### src/rtl/seq_timer.sv
// Sequencer-attached timer: prescaled down-counter with one-shot
// and auto-reload modes, driven by 12-bit commands on one oreg slot.
module seq_timer #(
  parameter int unsigned SLOT = 0
) (
  input  logic        clock,
  input  logic        reset,
  input  logic [11:0] oreg,
  input  logic [7:0]  oreg_wen,
  output logic [7:0]  ireg,
  output logic        tick,
  output logic        busy
);

  typedef enum logic {
    S_IDLE = 1'b0,
    S_RUN  = 1'b1
  } state_e;

  localparam logic [3:0] OP_NOP   = 4'h0;
  localparam logic [3:0] OP_LDCNT = 4'h1;
  localparam logic [3:0] OP_LDPRE = 4'h2;
  localparam logic [3:0] OP_START = 4'h3;
  localparam logic [3:0] OP_STOP  = 4'h4;
  localparam logic [3:0] OP_MODE  = 4'h5;
  localparam logic [3:0] OP_CLR   = 4'h6;
  localparam logic [3:0] OP_SEL   = 4'h7;

  localparam logic [2:0] SLOT_IDX = 3'(SLOT);

  state_e     state_q, state_d;
  logic [7:0] r_q, r_d;
  logic [7:0] p_q, p_d;
  logic [7:0] cnt_q, cnt_d;
  logic [7:0] pc_q, pc_d;
  logic       auto_q, auto_d;
  logic       done_q, done_d;
  logic       err_q, err_d;
  logic [1:0] sel_q, sel_d;
  logic       tick_q, tick_d;

  logic       cmd_w;
  logic [3:0] op_w;
  logic [7:0] dat_w;
  logic       start_ok_w;
  logic       win_w;
  logic       run_w;
  logic       expire_w;
  logic       wen_unused;

  assign cmd_w      = oreg_wen[SLOT_IDX];
  assign op_w       = oreg[11:8];
  assign dat_w      = oreg[7:0];
  assign wen_unused = ^oreg_wen;

  assign start_ok_w = r_q != 8'd0;
  // START/STOP pre-empt counting and expiry on the same edge
  assign win_w = cmd_w &&
                 ((op_w == OP_STOP) ||
                  ((op_w == OP_START) && start_ok_w));
  assign run_w    = (state_q == S_RUN) && !win_w;
  assign expire_w = run_w && (pc_q == 8'd0) &&
                    (cnt_q == 8'd1);

  always_ff @(posedge clock) begin
    if (!reset) begin
      state_q <= S_IDLE;
      r_q     <= 8'd0;
      p_q     <= 8'd0;
      cnt_q   <= 8'd0;
      pc_q    <= 8'd0;
      auto_q  <= 1'b0;
      done_q  <= 1'b0;
      err_q   <= 1'b0;
      sel_q   <= 2'd0;
      tick_q  <= 1'b0;
    end else begin
      state_q <= state_d;
      r_q     <= r_d;
      p_q     <= p_d;
      cnt_q   <= cnt_d;
      pc_q    <= pc_d;
      auto_q  <= auto_d;
      done_q  <= done_d;
      err_q   <= err_d;
      sel_q   <= sel_d;
      tick_q  <= tick_d;
    end
  end

  always_comb begin
    state_d = state_q;
    r_d     = r_q;
    p_d     = p_q;
    cnt_d   = cnt_q;
    pc_d    = pc_q;
    auto_d  = auto_q;
    done_d  = done_q;
    err_d   = err_q;
    sel_d   = sel_q;
    tick_d  = 1'b0;

    if (cmd_w) begin
      case (op_w)
        OP_LDCNT: r_d = dat_w;
        OP_LDPRE: p_d = dat_w;
        OP_START: begin
          if (start_ok_w) begin
            cnt_d   = r_q;
            pc_d    = p_q;
            err_d   = 1'b0;
            state_d = S_RUN;
          end else begin
            err_d = 1'b1;
          end
        end
        OP_STOP:  state_d = S_IDLE;
        OP_MODE:  auto_d = dat_w[0];
        OP_CLR: begin
          done_d = 1'b0;
          err_d  = 1'b0;
        end
        OP_SEL:   sel_d = dat_w[1:0];
        OP_NOP:   ;
        default:  ;
      endcase
    end

    // counting runs after commands so expiry sets done last
    if (run_w) begin
      if (pc_q != 8'd0) begin
        pc_d = pc_q - 8'd1;
      end else begin
        pc_d = p_q;
        if (cnt_q > 8'd1) begin
          cnt_d = cnt_q - 8'd1;
        end
      end
    end

    if (expire_w) begin
      tick_d = 1'b1;
      done_d = 1'b1;
      if (auto_q) begin
        cnt_d = r_q;
      end else begin
        cnt_d   = 8'd0;
        state_d = S_IDLE;
      end
    end
  end

  always_comb begin
    busy = state_q == S_RUN;
    tick = tick_q;
    ireg = 8'd0;
    unique case (sel_q)
      2'd0: ireg = cnt_q;
      2'd1: ireg = r_q;
      2'd2: ireg = p_q;
      2'd3: ireg = {done_q, busy, auto_q,
                    err_q, 4'b0000};
      default: ireg = 8'd0;
    endcase
  end

endmodule

### config.mk
export PLATFORM = sky130hd
export DESIGN_NAME = seq_timer
export DESIGN_NICKNAME = d
export VERILOG_FILES = /design/src/rtl/seq_timer.sv
export SDC_FILE = /design/constraint.sdc
export NUM_CORES = 1
export LEC_CHECK = 0
export BUFFER_PORTS_ARGS = -buffer_cell sky130_fd_sc_hd__buf_2
export CAP_MARGIN = 20
export CORE_MARGIN = 4
export CORE_UTILIZATION = 60
export CTS_BUF_LIST = sky130_fd_sc_hd__clkbuf_16
export DETAILED_ROUTE_END_ITERATION = 12
export HOLD_SLACK_MARGIN = 0.12
export PLACE_DENSITY_LB_ADDON = 0.05
export SLEW_MARGIN = 0
export SYNTH_ARGS = -nofsm -noshare
export SYNTH_HDL_FRONTEND = slang
export SYNTH_SLANG_ARGS = --single-unit
### constraint.sdc
create_clock -name clock -period 3.35 [get_ports clock]
set_input_delay 0.335 -clock clock [delete_from_list [all_inputs] [get_ports clock]]
set_output_delay 0.335 -clock clock [all_outputs]
set_load 0.02 [all_outputs]
# After elaboration in Yosys (flattened, before gate mapping)
# Index checks and enable logic that the tools add are counted.
dict set report op_classes {
  n_reduce_logical 24
  n_div 0
  shifts 0
  bitwise_logic 0
  multipliers 0
  n_addsub 2
  mux 25
  order_cmp 1
  eq_ne 11
}
# op n
set op_table {}
lappend op_table {{$mux W8} 13}
lappend op_table {{$pmux W8 S4} 1}
lappend op_table {{$eq A4 B3 Y1 const B} 4}
lappend op_table {{$reduce_bool A8 Y1} 2}
lappend op_table {{$sub A8 B1 Y8 const B} 2}
lappend op_table {{$reduce_and A2 Y1} 6}
lappend op_table {{$reduce_bool A2 Y1} 6}
lappend op_table {{$mux W1} 9}
lappend op_table {{$eq A4 B2 Y1 const B} 2}
lappend op_table {{$eq A8 B1 Y1 const B} 1}
lappend op_table {{$gt A8 B1 Y1 const B} 1}
lappend op_table {{$logic_not A8 Y1} 1}
lappend op_table {{$logic_and A1 B1 Y1} 5}
lappend op_table {{$eq A2 B2 Y1 const B} 2}
lappend op_table {{$eq A4 B1 Y1 const B} 1}
lappend op_table {{$pmux W1 S2} 2}
lappend op_table {{$reduce_and A3 Y1} 1}
lappend op_table {{$eq A2 B1 Y1 const B} 1}
lappend op_table {{$logic_not A2 Y1} 1}
lappend op_table {{$logic_not A1 Y1} 1}
lappend op_table {{$logic_or A1 B1 Y1} 1}
dict set report word_totals {
  word_cells 73
  input_bits 22
  latchBits 0
  ram_bits 0
  ff_bits 39
  mem_count 0
  romBits 0
  out_inout_bits 10
}

# Logic depth before layout (Yosys ltp)
dict set report depth {
  ltp_word 10
  depth_mapped 8
  mapped_depth_nobuf 8
}

# Worst setup path before layout
# Ideal clock, no wire load.
dict set report synth_timing {
  path_type {register to register}
  from {reg r_q[4]}
  to {reg done_q}
  path_buffers 1
  period_less_slack_ns 1.900
  path_stages_with_launch 7
  t_arrival_ns 1.831
  setup_ns 0.069
  required_time_ns 3.281
  slack_ns 1.450
  cell_sequence {dfxtp_1 -> or4_4 -> o211a_4 -> nor4_4 -> buf_6 -> and2_4 -> o21bai_2}
}
dict set report synth_between {
  elab_chain_cells 10
  elab_cells_between_ends 12
  cone_classes {mux (1); reduce/logical (11)}
}
# element line
set synth_lines {}
lappend synth_lines {{start: declaration} 32} ;# logic [7:0] r_q, r_d;
lappend synth_lines {{start signal: assignment} 79} ;# r_q <= r_d;
lappend synth_lines {{$reduce_bool A8 Y1 (*)} 56} ;# assign start_ok_w = r_q != 8'd0;
lappend synth_lines {{$logic_and A1 B1 Y1 (*)} 60} ;# ((op_w == OP_START) && start_ok_w));
lappend synth_lines {{$logic_or A1 B1 Y1 (*)} 59} ;# ((op_w == OP_STOP) ||
lappend synth_lines {{$logic_and A1 B1 Y1 (*)} 58} ;# assign win_w = cmd_w &&
lappend synth_lines {{$logic_not A1 Y1 (*)} 61} ;# assign run_w = (state_q == S_RUN) && !win_w;
lappend synth_lines {{$logic_and A1 B1 Y1 (*)} 61}
lappend synth_lines {{$logic_and A1 B1 Y1 (*) (2 in a row)} 62} ;# assign expire_w = run_w && (pc_q == 8'd0) &&
lappend synth_lines {{$reduce_bool A2 Y1 (no line)} --}
lappend synth_lines {{$reduce_and A2 Y1 (no line)} --}
lappend synth_lines {{end signal: assignment} 84} ;# done_q <= done_d;
lappend synth_lines {{end: declaration} 37} ;# logic done_q, done_d;
# Every way passes the cells marked *; elsewhere a longest branch is shown, timed or not.
# A chain may end at the register's enable or synchronous reset.

# Worst setup path in the final report
dict set report layout_timing {
  from {reg r_q[4]}
  to {reg cnt_q[7]}
}
dict set report layout_between {
  elab_chain_cells 9
  elab_cells_between_ends 15
  cone_classes {mux (7); reduce/logical (8)}
}
# element line
set layout_lines {}
lappend layout_lines {{$reduce_bool A8 Y1 (*)} 56}
lappend layout_lines {{parallel branches: the longest is 7 deep, another holds $mux W8} --}
lappend layout_lines {{$mux W8 (*)} 141} ;# if (expire_w) begin
lappend layout_lines {{end signal: assignment} 81} ;# cnt_q <= cnt_d;
lappend layout_lines {{end: declaration} 34} ;# logic [7:0] cnt_q, cnt_d;
# Every way passes the cells marked *.

==> impl_metrics.ini <==
[cells_and_area]
fin_nets = 310
fillers = 319
mostFrequentLayoutCells = dfxtp_1 (39), nand2_1 (26), buf_2 (24)
area_delta_synth_final_pct = 10.4
drive_gt1_frac = 0.165
n_antenna_cell = 0
final_common_cell = dfxtp_1

[status]
status = finished clean

[power]
p_int_uw = 760
power_density_nw_per_um2 = 377
p_switching_uw = 213
p_seq_frac = 0.487
p_leak_uw = 0.00105
ir_worst_vdd_mv = 0.313
total_power_uw = 973
comb_power_share = 0.059
clkPwrFrac = 0.454
switching_share = 0.219

[setup_path]
cp.required_ns = 3.58
crit_path_max_fanout = 14
startpoint_type = flop
rr_startpoint = r_q[4]$_SDFFE_PN0P_
r2r_cells = 6
arrival_ns = 2.74
path_class = reg2reg
endpoint_kind = flop
r2r_end = cnt_q[7]$_SDFF_PN0_
ff2ff_setup_slack_ns = 0.84

[floorplanning]
rows = 22
die_w_um = 70.4
die_h_um = 70.4
pin_count = 32
core-area_um2 = 3720
die_area_um2 = 4960
start_util = 0.629

[placement]
pre_cts_slack_ns = 0.895
port-buffer-count = 24
finalWeightedCongestion = 0.851
place_hpwl_um = 4240

[clock_tree]
clockBufferDepth = 2
hold_buffers = 0
cts.sinks = 39
ctsRootBufferMaster = clkbuf_16
cts-resized-gates = 0
worstSkewPairLatency_ns = 0.28
tritoncts = built
cts_made_buffers = 5
cts.clk_slew.worst_paths_ns = 0.06
cts_max_level = 2
postCtsSetupBuffers = 0

[timing]
max_freq_ghz = 0.398
hold_viol_final = 0
rsz0062_at_grt = false
finalSetupViolations = 0
hold_ws_ns = 0.324
layout_setup_ws_ns = 0.838
period_minus_slack_ns = 2.51
clock_skew_ns = 0.00377
relSlewSlack = 0.496
finalSetupTns_ns = 0
period_share = 0.750
worstMarginPinSlew_ns = 0.750
drv_slew = 0

[detailed_routing]
dr_total_vias = 2131
ant_nets = 0
post-route-drc-count = 0
drt-total-wl_um = 5930
first_pass_iters = 5
routed_via_density = 6.40
wl_per_cell_um = 17.8
first_iter_violations = 246

[synthesis]
yosysWarnings = 0
avgSynthCellArea_um2 = 8.69
synth-edff-count = 0
syn-num-nets = 295
synthCells = 269
yosysUniqueCellTypes = 52
ys_seq_elements = 39
yosysSeqAreaShare = 0.334
syn_area_um2 = 2340
async_flop_share = 0
synthFlopType = dfxtp_1

[global_routing]
met2_usage = 0.417
grt_pass1_wl_um = 10100
grt_overflow = 0
grt_most_used_layer = met2
grt_use_met3 = 0.0547
grt_pass1_vias = 2094
grtUsageMet1 = 0.326
grtUsageTotal = 0.252
grt_max_degree = 42
antenna_found_initial = 0

[min_path]
holdPathEnd = p_q[4]$_SDFFE_PN0P_
min_from = oreg[4]
min_path_cells = 3
min_path_type = in2reg

[job]
max-cap-violations = 0
[routing by layer]
metal / wire [µm] / part of all wire
met1: 2600 / 0.44
met2: 2910 / 0.49
met3: 318 / 0.054
met4: 102 / 0.017
met5: 0 / 0
[kinds of logic (layout without fill, tap and decap cells)]
family | count (synthesis) | after routing | synth area share
mux | 26 | 26 | 0.133
fa+ha+maj | 4 | 4 | 0.0214
buf+inv | 24 | 40 | 0.0449
compound gates | 74 | 74 | 0.209
xor+xnor | 4 | 4 | 0.0150
flops | 39 | 39 | 0.334
simple gates | 98 | 98 | 0.243
[stage by stage]
step / area [µm²] / instances / utilization
after global routing: 2580 / 333 / 0.695
final: 2580 / 333 / 0.695
after detailed placement: 2440 / 325 / 0.658
after CTS: 2580 / 333 / 0.695
after floorplan: 2340 / 269 / -
after global placement: 2440 / 325 / 0.658
[critical path: stages (launching register included)]
cell and delay [ns]:
dfxtp_1 0.37, or4_4 0.59, o211a_4 0.35, nor4_4 0.72, a21oi_1 0.20, nor2_1 0.13, a211o_1 0.10
[cell type report]
| cell class | count | area (µm²) | share of cell area |
|---|---|---|---|
| clock buffers | 5 | 125 | 0.0485 |
| inverters | 8 | 30.0 | 0.0116 |
| clock inverters | 3 | 12.5 | 0.00485 |
| flip-flops and latches | 39 | 781 | 0.302 |
| well taps | 48 | 60.1 | 0.0233 |
| repair buffers | 24 | 120 | 0.0465 |
| multi-input cells | 206 | 1450 | 0.563 |
[power by group through the flow]
stage	Clock, µW	Sequential (µW)	Combinational, µW
after floorplan	0	481	40.7
after global placement	0	484	55.7
after detailed placement	0	484	56.8
after CTS	445	474	57.0
after global routing	464	475	63.7
final	442	474	57.2
[synth_stat cells, types with 4 or more instances]
master	instances	area, µm²
mux2i_1	22	220
dfxtp_1	39	781
o22ai_1	6	37.5
nor2b_1	20	125
nand3_1	9	45.0
o21ai_0	21	105
nand4_1	4	25.0
a21oi_1	15	75.1
a31oi_1	6	37.5
nor2_1	10	37.5
nand2_1	26	97.6
mux4_2	4	90.1
inv_1	8	30.0
a21boi_1	5	37.5
ha_1	4	50.1
clkbuf_1	11	41.3
nor3_1	4	20.0
[worst max path at each step]
stage                              startpoint                   to  slack, ns  depth (start not counted)
after floorplan           r_q[4]$_SDFFE_PN0P_  done_q$_SDFFE_PN0P_       1.45                          6
after global placement    r_q[4]$_SDFFE_PN0P_  cnt_q[7]$_SDFF_PN0_       0.89                          6
after detailed placement  r_q[4]$_SDFFE_PN0P_  cnt_q[7]$_SDFF_PN0_       0.90                          6
after CTS                 r_q[4]$_SDFFE_PN0P_  cnt_q[7]$_SDFF_PN0_       0.88                          6
after global routing      r_q[4]$_SDFFE_PN0P_  cnt_q[7]$_SDFF_PN0_       0.79                          6
final                     r_q[4]$_SDFFE_PN0P_  cnt_q[7]$_SDFF_PN0_       0.84                          6
[registers in the layout (all words and copies together), names as in the netlist]
name / flops
cnt_q: 8
p_q: 8
pc_q: 8
r_q: 8
sel_q: 2
auto_q: 1
busy: 1
done_q: 1
err_q: 1
tick: 1
No activity file was read; power rests on OpenSTA's default activity.
